[config.mk]
export PLATFORM = sky130hd
export DESIGN_NAME = column_scan_sequencer
export DESIGN_NICKNAME = d
export VERILOG_FILES = /design/src/rtl/column_scan_sequencer.sv
export SDC_FILE = /design/constraint.sdc
export NUM_CORES = 1
export LEC_CHECK = 0
export BUFFER_PORTS_ARGS = -buffer_cell sky130_fd_sc_hd__buf_2
export CAP_MARGIN = 20
export CORE_UTILIZATION = 30
export CTS_CLUSTER_SIZE = 30
export DETAILED_ROUTE_END_ITERATION = 16
export GPL_TIMING_DRIVEN = 0
export HOLD_SLACK_MARGIN = 0.03
export PLACE_DENSITY = 0.56
export RECOVER_POWER = 50
export REMOVE_ABC_BUFFERS = 1
export SLEW_MARGIN = 20
export SYNTH_ARGS = -nofsm -noshare
export SYNTH_HDL_FRONTEND = slang
export SYNTH_SLANG_ARGS = --single-unit
[constraint.sdc]
create_clock -name CLK_I -period 2.05 [get_ports CLK_I]
set_input_delay 0.615 -clock CLK_I [delete_from_list [all_inputs] [get_ports CLK_I]]
set_output_delay 0.615 -clock CLK_I [all_outputs]
set_load 0.01 [all_outputs]
[src/rtl/column_scan_sequencer.sv]
// column_scan_sequencer
//
// Steps the column select of the column multiplexer through columns 0..NINPUTS-1
// after a start pulse. At each column it waits a programmable settle time, samples
// the mux output and offers the sample downstream on a valid/ready stream.
//
// Ports:
//   CLK_I        system clock, rising edge
//   RSTN_I       asynchronous active-low reset
//   START_I      single-cycle start-of-scan request (ignored while busy)
//   ABORT_I      terminate the scan in progress (no effect when idle)
//   SETTLE_I     settle cycles per column; dwell is SETTLE_I+1 cycles
//   SELECT_O     column select to the mux
//   MUX_DATA_I   mux data output
//   PIX_DATA_O   captured column sample
//   PIX_ADR_O    column index of PIX_DATA_O
//   PIX_VALID_O  sample valid
//   PIX_READY_I  downstream ready
//   BUSY_O       high while a scan is in progress
//   DONE_O       one-cycle pulse on last-column acceptance or abort
//
// All outputs are registered.

module column_scan_sequencer #(
    parameter int unsigned DATA_WIDTH   = 1,
    parameter int unsigned ADR_WIDTH    = 8,
    parameter int unsigned NINPUTS      = 16,
    parameter int unsigned SETTLE_WIDTH = 4
) (
    input  logic                    CLK_I,
    input  logic                    RSTN_I,
    input  logic                    START_I,
    input  logic                    ABORT_I,
    input  logic [SETTLE_WIDTH-1:0] SETTLE_I,
    output logic [ADR_WIDTH-1:0]    SELECT_O,
    input  logic [DATA_WIDTH-1:0]   MUX_DATA_I,
    output logic [DATA_WIDTH-1:0]   PIX_DATA_O,
    output logic [ADR_WIDTH-1:0]    PIX_ADR_O,
    output logic                    PIX_VALID_O,
    input  logic                    PIX_READY_I,
    output logic                    BUSY_O,
    output logic                    DONE_O
);

    typedef enum logic [1:0] {
        StIdle,
        StSettle,
        StSample,
        StPush
    } state_e;

    localparam logic [ADR_WIDTH-1:0] LastCol = ADR_WIDTH'(NINPUTS - 1);

    state_e                  state_q, state_d;
    logic [ADR_WIDTH-1:0]    col_q, col_d;
    logic [SETTLE_WIDTH-1:0] cnt_q, cnt_d;
    logic [DATA_WIDTH-1:0]   data_q, data_d;
    logic [ADR_WIDTH-1:0]    adr_q, adr_d;
    logic                    valid_q, valid_d;
    logic                    busy_q, busy_d;
    logic                    done_q, done_d;

    always_comb begin
        state_d = state_q;
        col_d   = col_q;
        cnt_d   = cnt_q;
        data_d  = data_q;
        adr_d   = adr_q;
        valid_d = valid_q;
        done_d  = 1'b0;

        unique case (state_q)
            StIdle: begin
                col_d = '0;
                if (START_I) begin
                    state_d = StSettle;
                    cnt_d   = SETTLE_I;
                end
            end
            StSettle: begin
                if (cnt_q == '0) begin
                    state_d = StSample;
                end else begin
                    cnt_d = cnt_q - SETTLE_WIDTH'(1);
                end
            end
            StSample: begin
                data_d  = MUX_DATA_I;
                adr_d   = col_q;
                valid_d = 1'b1;
                state_d = StPush;
            end
            StPush: begin
                if (valid_q && PIX_READY_I) begin
                    valid_d = 1'b0;
                    if (col_q == LastCol) begin
                        state_d = StIdle;
                        col_d   = '0;
                        done_d  = 1'b1;
                    end else begin
                        // SETTLE_I is sampled here so each column can use a new dwell.
                        col_d   = col_q + ADR_WIDTH'(1);
                        cnt_d   = SETTLE_I;
                        state_d = StSettle;
                    end
                end
            end
            default: begin
                state_d = StIdle;
            end
        endcase

        // Abort overrides everything, including a handshake in the same cycle.
        if (ABORT_I && (state_q != StIdle)) begin
            state_d = StIdle;
            col_d   = '0;
            data_d  = data_q;
            adr_d   = adr_q;
            valid_d = 1'b0;
            done_d  = 1'b1;
        end

        busy_d = (state_d != StIdle);
    end

    always_ff @(posedge CLK_I or negedge RSTN_I) begin
        if (!RSTN_I) begin
            state_q <= StIdle;
            col_q   <= '0;
            cnt_q   <= '0;
            data_q  <= '0;
            adr_q   <= '0;
            valid_q <= 1'b0;
            busy_q  <= 1'b0;
            done_q  <= 1'b0;
        end else begin
            state_q <= state_d;
            col_q   <= col_d;
            cnt_q   <= cnt_d;
            data_q  <= data_d;
            adr_q   <= adr_d;
            valid_q <= valid_d;
            busy_q  <= busy_d;
            done_q  <= done_d;
        end
    end

    assign SELECT_O    = col_q;
    assign PIX_DATA_O  = data_q;
    assign PIX_ADR_O   = adr_q;
    assign PIX_VALID_O = valid_q;
    assign BUSY_O      = busy_q;
    assign DONE_O      = done_q;

endmodule

# Word level (Yosys, flattened, before mapping)
# Index checks and enable logic that the tools add are counted.
# totals
register_bits	26
inputBits	10
output_inout_bits	20
wordCells	55
# op_classes
addsub	2
eq_ne	9
muxes	22
bitwise	1
n_reduce_logical	13
# op_table
op	count
8-bit 2-to-1 mux	3
4-bit 2-to-1 mux	4
8-bit one-hot mux with 2 select lines	1
4-bit one-hot mux with 3 select lines	1
3-bit nonzero test	3
8-bit by 1-bit adder with 8-bit output (second input constant)	1
8-bit by 4-bit equality test with 1-bit output (second input constant)	1
2-bit 2-to-1 mux	4
2-bit inequality test (second input constant)	4
2-bit one-hot mux with 4 select lines	1
1-bit 2-to-1 mux	7
2-bit AND reduction	3
5-bit AND reduction	1
2-bit equality test (second input constant)	2
4-bit zero test	1
2-bit nonzero test	2
4-bit by 1-bit subtractor with 4-bit output (second input constant)	1
3-bit inequality test (second input constant)	1
2-bit by 1-bit equality test with 1-bit output (second input constant)	1
1-bit logical AND	2
2-bit zero test	1
1-bit one-hot mux with 2 select lines	1
1-bit NOT	1

# Depth between registers and ports, before layout
# Gate-level depths: netlist of the first run.
# depth
word_depth	6
mapped_depth	6
mapped_depth_nobuf	6

# Worst setup path before layout of the first run
# OpenSTA, ideal clock, no wires.
# synth_timing
path_type	in2reg
start	input ABORT_I
end	register col_q[7], in the netlist SELECT_O[7]
setup_ns	0.082
t_arrival_ns	1.641
required_time_ns	1.968
path_slack_ns	0.327
stages	5
path_buffers	1
cell_sequence	buf_2 nand3b_1 a21oi_1 o21ai_0 a31oi_1
# synth_between
elab_chain_len	3
elab_cells_between_ends	5
classes_between	eq/ne (1); mux (1); reduce/logical (3)
# synth_rtl
element	line	source
start, declared	33	input logic ABORT_I,
1-bit logical AND (*)	114	if (ABORT_I && (state_q != StIdle)) begin
3-bit inequality test (no source line) / 3-bit nonzero test (equally long branches)	-	
2-bit AND reduction (no source line)	-	
end signal, assigned	138	col_q <= col_d;
end, declared	55	logic [ADR_WIDTH-1:0] col_q, col_d;
# Mark *: on every way between the ends. The rest lies on a longest branch, timed or not.
# A chain may end at the register's enable or synchronous reset.

# Worst setup path in the final report of the first run
# layout_timing
start	register col_q[0], in the netlist SELECT_O[0]
end	register col_q[7], in the netlist SELECT_O[7]
# layout_between
elab_chain_len	5
elab_cells_between_ends	6
classes_between	add/sub (1); eq/ne (1); mux (4)
# layout_rtl
element	line	source
8-bit by 1-bit adder with 8-bit output / 8-bit by 4-bit equality test with 1-bit output (equally long branches)	102, 96	
8-bit 2-to-1 mux (*)	96	if (col_q == LastCol) begin
8-bit 2-to-1 mux (*)	94	if (valid_q && PIX_READY_I) begin
8-bit one-hot mux with 2 select lines (*)	72	unique case (state_q)
8-bit 2-to-1 mux (*)	114	
# Mark *: on every way between the ends. The rest lies on a longest branch, timed or not. The select of a mux whose other input is x is not followed.

==> results of run 1 <==
-- area by class of cell --
| cell class | instances | area [µm²] |
|---|---|---|
| Sequential cell | 26 | 650.6 |
| Inverter | 2 | 7.507 |
| Timing Repair Buffer | 29 | 132.6 |
| Tap cell | 50 | 62.56 |
| Fill cell | 432 | 2615 |
| Multi-Input combinational cell | 94 | 634.4 |
| Clock buffer | 3 | 41.29 |
-- power by group through the flow --
stage	Clock, W	Sequential (W)	Combinational, W
final	0.000287	0.000704	0.000489
after global routing	0.000321	0.000719	0.000552
after CTS	0.000306	0.000700	0.000502
after detailed placement	0	0.000711	0.000500
after global placement	0	0.000704	0.000480
after floorplan	0	0.000705	0.000349
-- sequential cells by signal, indices dropped and copies added, names as in the netlist --
signal,flops
BUSY_O,1
state_q,2
cnt_q,4
PIX_VALID_O,1
DONE_O,1
PIX_DATA_O,1
PIX_ADR_O,8
SELECT_O,8
-- routing by layer --
layer  global-route usage  part of all wire  up-vias
met4              0.01276                 0        0
met2               0.2379              0.48       27
met1               0.1667              0.47      521
met5                    0                 0        -
met3              0.04441             0.051        0
li1                     -                 -      530
-- metrics by stage --
stage	cell area, µm²	instances	setup slack (ns)	hold slack, ns	utilization
after floorplan	1287	122	0.1730	0.3194	-
after global placement	1495	201	-0.4078	0.4858	0.3608
after detailed placement	1500	201	0.03140	0.4905	0.3620
after CTS	1541	204	0.1990	0.3619	0.3720
after global routing	1529	204	0.06189	0.5424	0.3690
final	1529	204	0.1750	0.5092	0.3690
-- cell usage in the layout (no fill, tap or decap), types with 3 or more instances in the layout --
cell and n:
clkbuf_1 10, dfrtp_1 26, nand3b_1 3, a31oi_1 5, o21ai_0 8, nor2_1 8
nand2b_1 4, buf_2 19, a21oi_1 7, nand3_1 7, clkbuf_8 3, nand4_1 4
mux2_2 9, nand2_1 11
-- final timing paths --
kind                                          start                  endpoint  slack [ns]  depth (start not counted)
setup / recovery            SELECT_O[0]$_DFFE_PN0P_   SELECT_O[7]$_DFFE_PN0P_        0.17                          5
hold / removal             PIX_ADR_O[6]$_DFFE_PN0P_  PIX_ADR_O[6]$_DFFE_PN0P_        0.51                          1
setup reg to reg            SELECT_O[0]$_DFFE_PN0P_   SELECT_O[7]$_DFFE_PN0P_        0.17                          5
hold reg to reg            PIX_ADR_O[6]$_DFFE_PN0P_  PIX_ADR_O[6]$_DFFE_PN0P_        0.51                          1
max in group asynchronous                    RSTN_I   PIX_VALID_O$_DFFE_PN0P_        0.57                          1
min in group asynchronous                    RSTN_I          DONE_O$_DFF_PN0_        0.65                          1
-- cell families (layout without fill, tap and decap cells) --
group,count (synthesis),in the layout,synth area share
AND/OR/NAND/NOR,51,51,0.2117
AO/OA/AOI/OAI,30,30,0.1483
flip-flops,26,26,0.4851
multiplexers,11,11,0.09049
buffers and inverters,9,34,0.04570
adder cells (fa/ha/maj),2,2,0.01865
==> metrics.csv, run 1 <==
metric;value;unit
crit_path_start_kind;register;
drive_gt1_frac;0.2403;
num_vias;1078;
first_iter_violations;74;
drv_slew;0;
antennaDiodeCount;0;
place_hpwl;2.140;mm
routedWlPerCell;14.65;µm
yosysSeqAreaShare;0.4851;
p_total;0.001480;W
synth_area_leaders;dfrtp_1, mux2_2, nand2_1;
clock_skew;0.006176;ns
maxCapViolCount;0;
vdd_drop_max;459.7;µV
io_pins;30;
tritoncts;yes;
cts_buffers;3;
ctsResizeCount;0;
grt_pass1_vias;1065;
cp_top_family;compound AO/OA/AOI/OAI gates;
max_slew_margin;0.06202;
port_buffers;29;
grt_start_max_net_pins;27;
yosysMostFrequentCell;dfrtp_1;
route.detailed.drc;0;
first_pass_iters;6;
synthCells;129;
yosysWarnings;0;
track_usage;0.1357;
cts.clk_slew.worst_paths;0.09;ns
cp_cell_sequence;ha_1 -> and3_1 -> a21oi_1 -> o21ai_0 -> a31oi_1;
die_area;4742;µm²
via_per_inst;5.284;
cts-root-buf;clkbuf_8;
cp_max_fo;8;
grt_pass1_wl;4.795;mm
hp-class;register to register;
status;complete, no violations;
insertion_delay;0.27;ns
p_sw_frac;0.3582;
netlist_top_cells_count;dfrtp_1, nand2_1, mux2_2, nor2_1, o21ai_0;
clock.fmax;533.3;MHz
clockBufferDepth;2;
period_share;0.9146;
synth-edff-count;0;
grt_setup_unrepaired;no;
path_buf_inv;0;
cp.arrival;2.07;ns
initial_core_util;0.3237;
p_leak;0.7101;nW
tightest_slew;1.407;ns
cts_max_level;1;
comb_power_share;0.331;
p_per_area;968.1;nW/µm²
ant_nets;0;
rows;23;
grt_overflow_total;0;
p_sw;0.0005301;W
fp.coreArea;4144;µm²
ctsHoldBuffers;0;
power_frac_seq;0.476;
die_h;68.87;µm
finalCriticalPeriod;1.875;ns
yosysTopAreaCell;dfrtp_1;
cts.sink_count;26;
p_int;0.0009501;W
syn_to_final_growth;13.99;%
finalSetupViolations;0;
wirelength;2.988;mm
yosys.area.top_type_share;0.4851;
synthArstFlopShare;1.000;
synth_cell_types;35;
ys_ff_latch;26;
max_stage_delay;0.47;ns
setup_tns;0;ns
final-hold-violation-count;0;
place.gp.congestion;0.7666;
slowest_stage;a21oi_1;
cts_setup_buffers;0;
worstPathRequired;2.24;ns
syn_area;1341;µm²
antenna_found_initial;0;
p_clk_frac;0.194;
syn_area_per_cell;10.40;µm²
synth-main-ff-cell;dfrtp_1;
finish.net_count;168;
end_kind;register;
fp.dieW;68.87;µm
critPathKind;register to register;
Power figures use the tool's default switching activity.
==> run 2: changes to the inputs <==
==> constraint.sdc (replaced) <==
create_clock -name CLK_I -period 2.05 [get_ports CLK_I]
set_input_delay 0.615 -clock CLK_I [delete_from_list [all_inputs] [get_ports CLK_I]]
set_output_delay 0.615 -clock CLK_I [all_outputs]
set_load 0.1 [all_outputs]
==> metrics.csv, run 2 (synthesis gave the netlist of run 1 again) <==
metric;value;unit
slowest_stage;dfrtp_1;
status;complete, no violations;
syn_to_final_growth;14.55;%
clockBufferDepth;2;
final_common_cell;dfrtp_1;
cp.arrival;1.29;ns
track_usage;0.1357;
path_buf_inv;1;
ctsResizeCount;0;
grt_setup_unrepaired;no;
cts_setup_buffers;0;
die_area;4742;µm²
via_per_inst;5.275;
clock_skew;0.005053;ns
initial_core_util;0.3237;
cp_cell_sequence;buf_2;
fp.coreArea;4144;µm²
holdWs;0.5094;ns
drive_gt1_frac;0.2922;
grt_start_max_net_pins;27;
setup_tns;0;ns
num_vias;1076;
first_iter_violations;90;
antennaDiodeCount;0;
cp_max_fo;10;
antenna_found_initial;0;
grt_pass1_wl;4.795;mm
tritoncts;yes;
place.gp.congestion;0.7666;
finish.net_count;168;
port_buffers;29;
end_kind;output pin;
max_stage_delay;0.53;ns
worstPathRequired;1.43;ns
vdd_drop_max;462.2;µV
max_slew_margin;0.06211;
finalCriticalPeriod;1.904;ns
clock.fmax;525.3;MHz
cts_buffers;3;
hp-class;register to register;
drv_slew;0;
cp_top_family;flip-flops;
place_hpwl;2.140;mm
tightest_slew;1.407;ns
period_share;0.9286;
ctsHoldBuffers;0;
final-hold-violation-count;0;
wirelength;2.975;mm
die_h;68.87;µm
cts-root-buf;clkbuf_8;
grt_pass1_vias;1065;
ant_nets;0;
mostFrequentLayoutCells;dfrtp_1, buf_2, nand2_1;
dpl_cell_area;1500;µm²
routedWlPerCell;14.58;µm
cts.sink_count;26;
rows;23;
critPathKind;register to output pin;
cts.clk_slew.worst_paths;0.09;ns
fin_area;1536;µm²
fp.dieW;68.87;µm
p_leak;0.7442;nW
nFillCells;427;
maxCapViolCount;0;
io_pins;30;
p_per_area;1132;nW/µm²
finalSetupViolations;0;
insertion_delay;0.27;ns
grt_overflow_total;0;
first_pass_iters;6;
cts_max_level;1;
crit_path_start_kind;register;
route.detailed.drc;0;
run 2: worst paths after layout:
path	from	end	slack (ns)	cells after the start
max	SELECT_O[4]$_DFFE_PN0P_	SELECT_O[4]	0.15	1
min	PIX_ADR_O[6]$_DFFE_PN0P_	PIX_ADR_O[6]$_DFFE_PN0P_	0.51	1
max reg2reg	SELECT_O[0]$_DFFE_PN0P_	SELECT_O[7]$_DFFE_PN0P_	0.17	5
min reg2reg	PIX_ADR_O[6]$_DFFE_PN0P_	PIX_ADR_O[6]$_DFFE_PN0P_	0.51	1
max in group asynchronous	RSTN_I	PIX_VALID_O$_DFFE_PN0P_	0.57	1
min in group asynchronous	RSTN_I	DONE_O$_DFF_PN0_	0.65	1
run 2: power by group:
group | total (W) | switching [W] | internal, W
clock network | 0.000287 | 0.000156 | 0.000132
registers | 0.000703 | 0.0000979 | 0.000606
logic | 0.000748 | 0.000529 | 0.000219
run 2: final cells by class:
type                       count  area (µm²)  area share
sequential                    26       650.6      0.4235
multi-input combinational     94       630.6      0.4104
timing repair buffer          29       143.9     0.09365
tap                           50       62.56     0.04072
clock buffer                   3       41.29     0.02687
inverter                       2       7.507    0.004886
run 2: metal layers:
metal / up-vias / global-route usage / share of wire
li1: 530 / - / -
met1: 521 / 0.1667 / 0.47
met2: 25 / 0.2379 / 0.48
met3: 0 / 0.04441 / 0.050
met4: 0 / 0.01276 / 0
met5: - / 0 / 0
run 2: stage by stage:
step	worst slack, ns	instances	total power [W]	util
after floorplan	-0.1098	122	0.001302	-
after global placement	-0.4078	201	0.001436	0.3608
after detailed placement	0.03140	201	0.001464	0.3620
after CTS	0.1329	204	0.001761	0.3720
after global routing	0.06188	204	0.001850	0.3708
final	0.1463	204	0.001739	0.3708
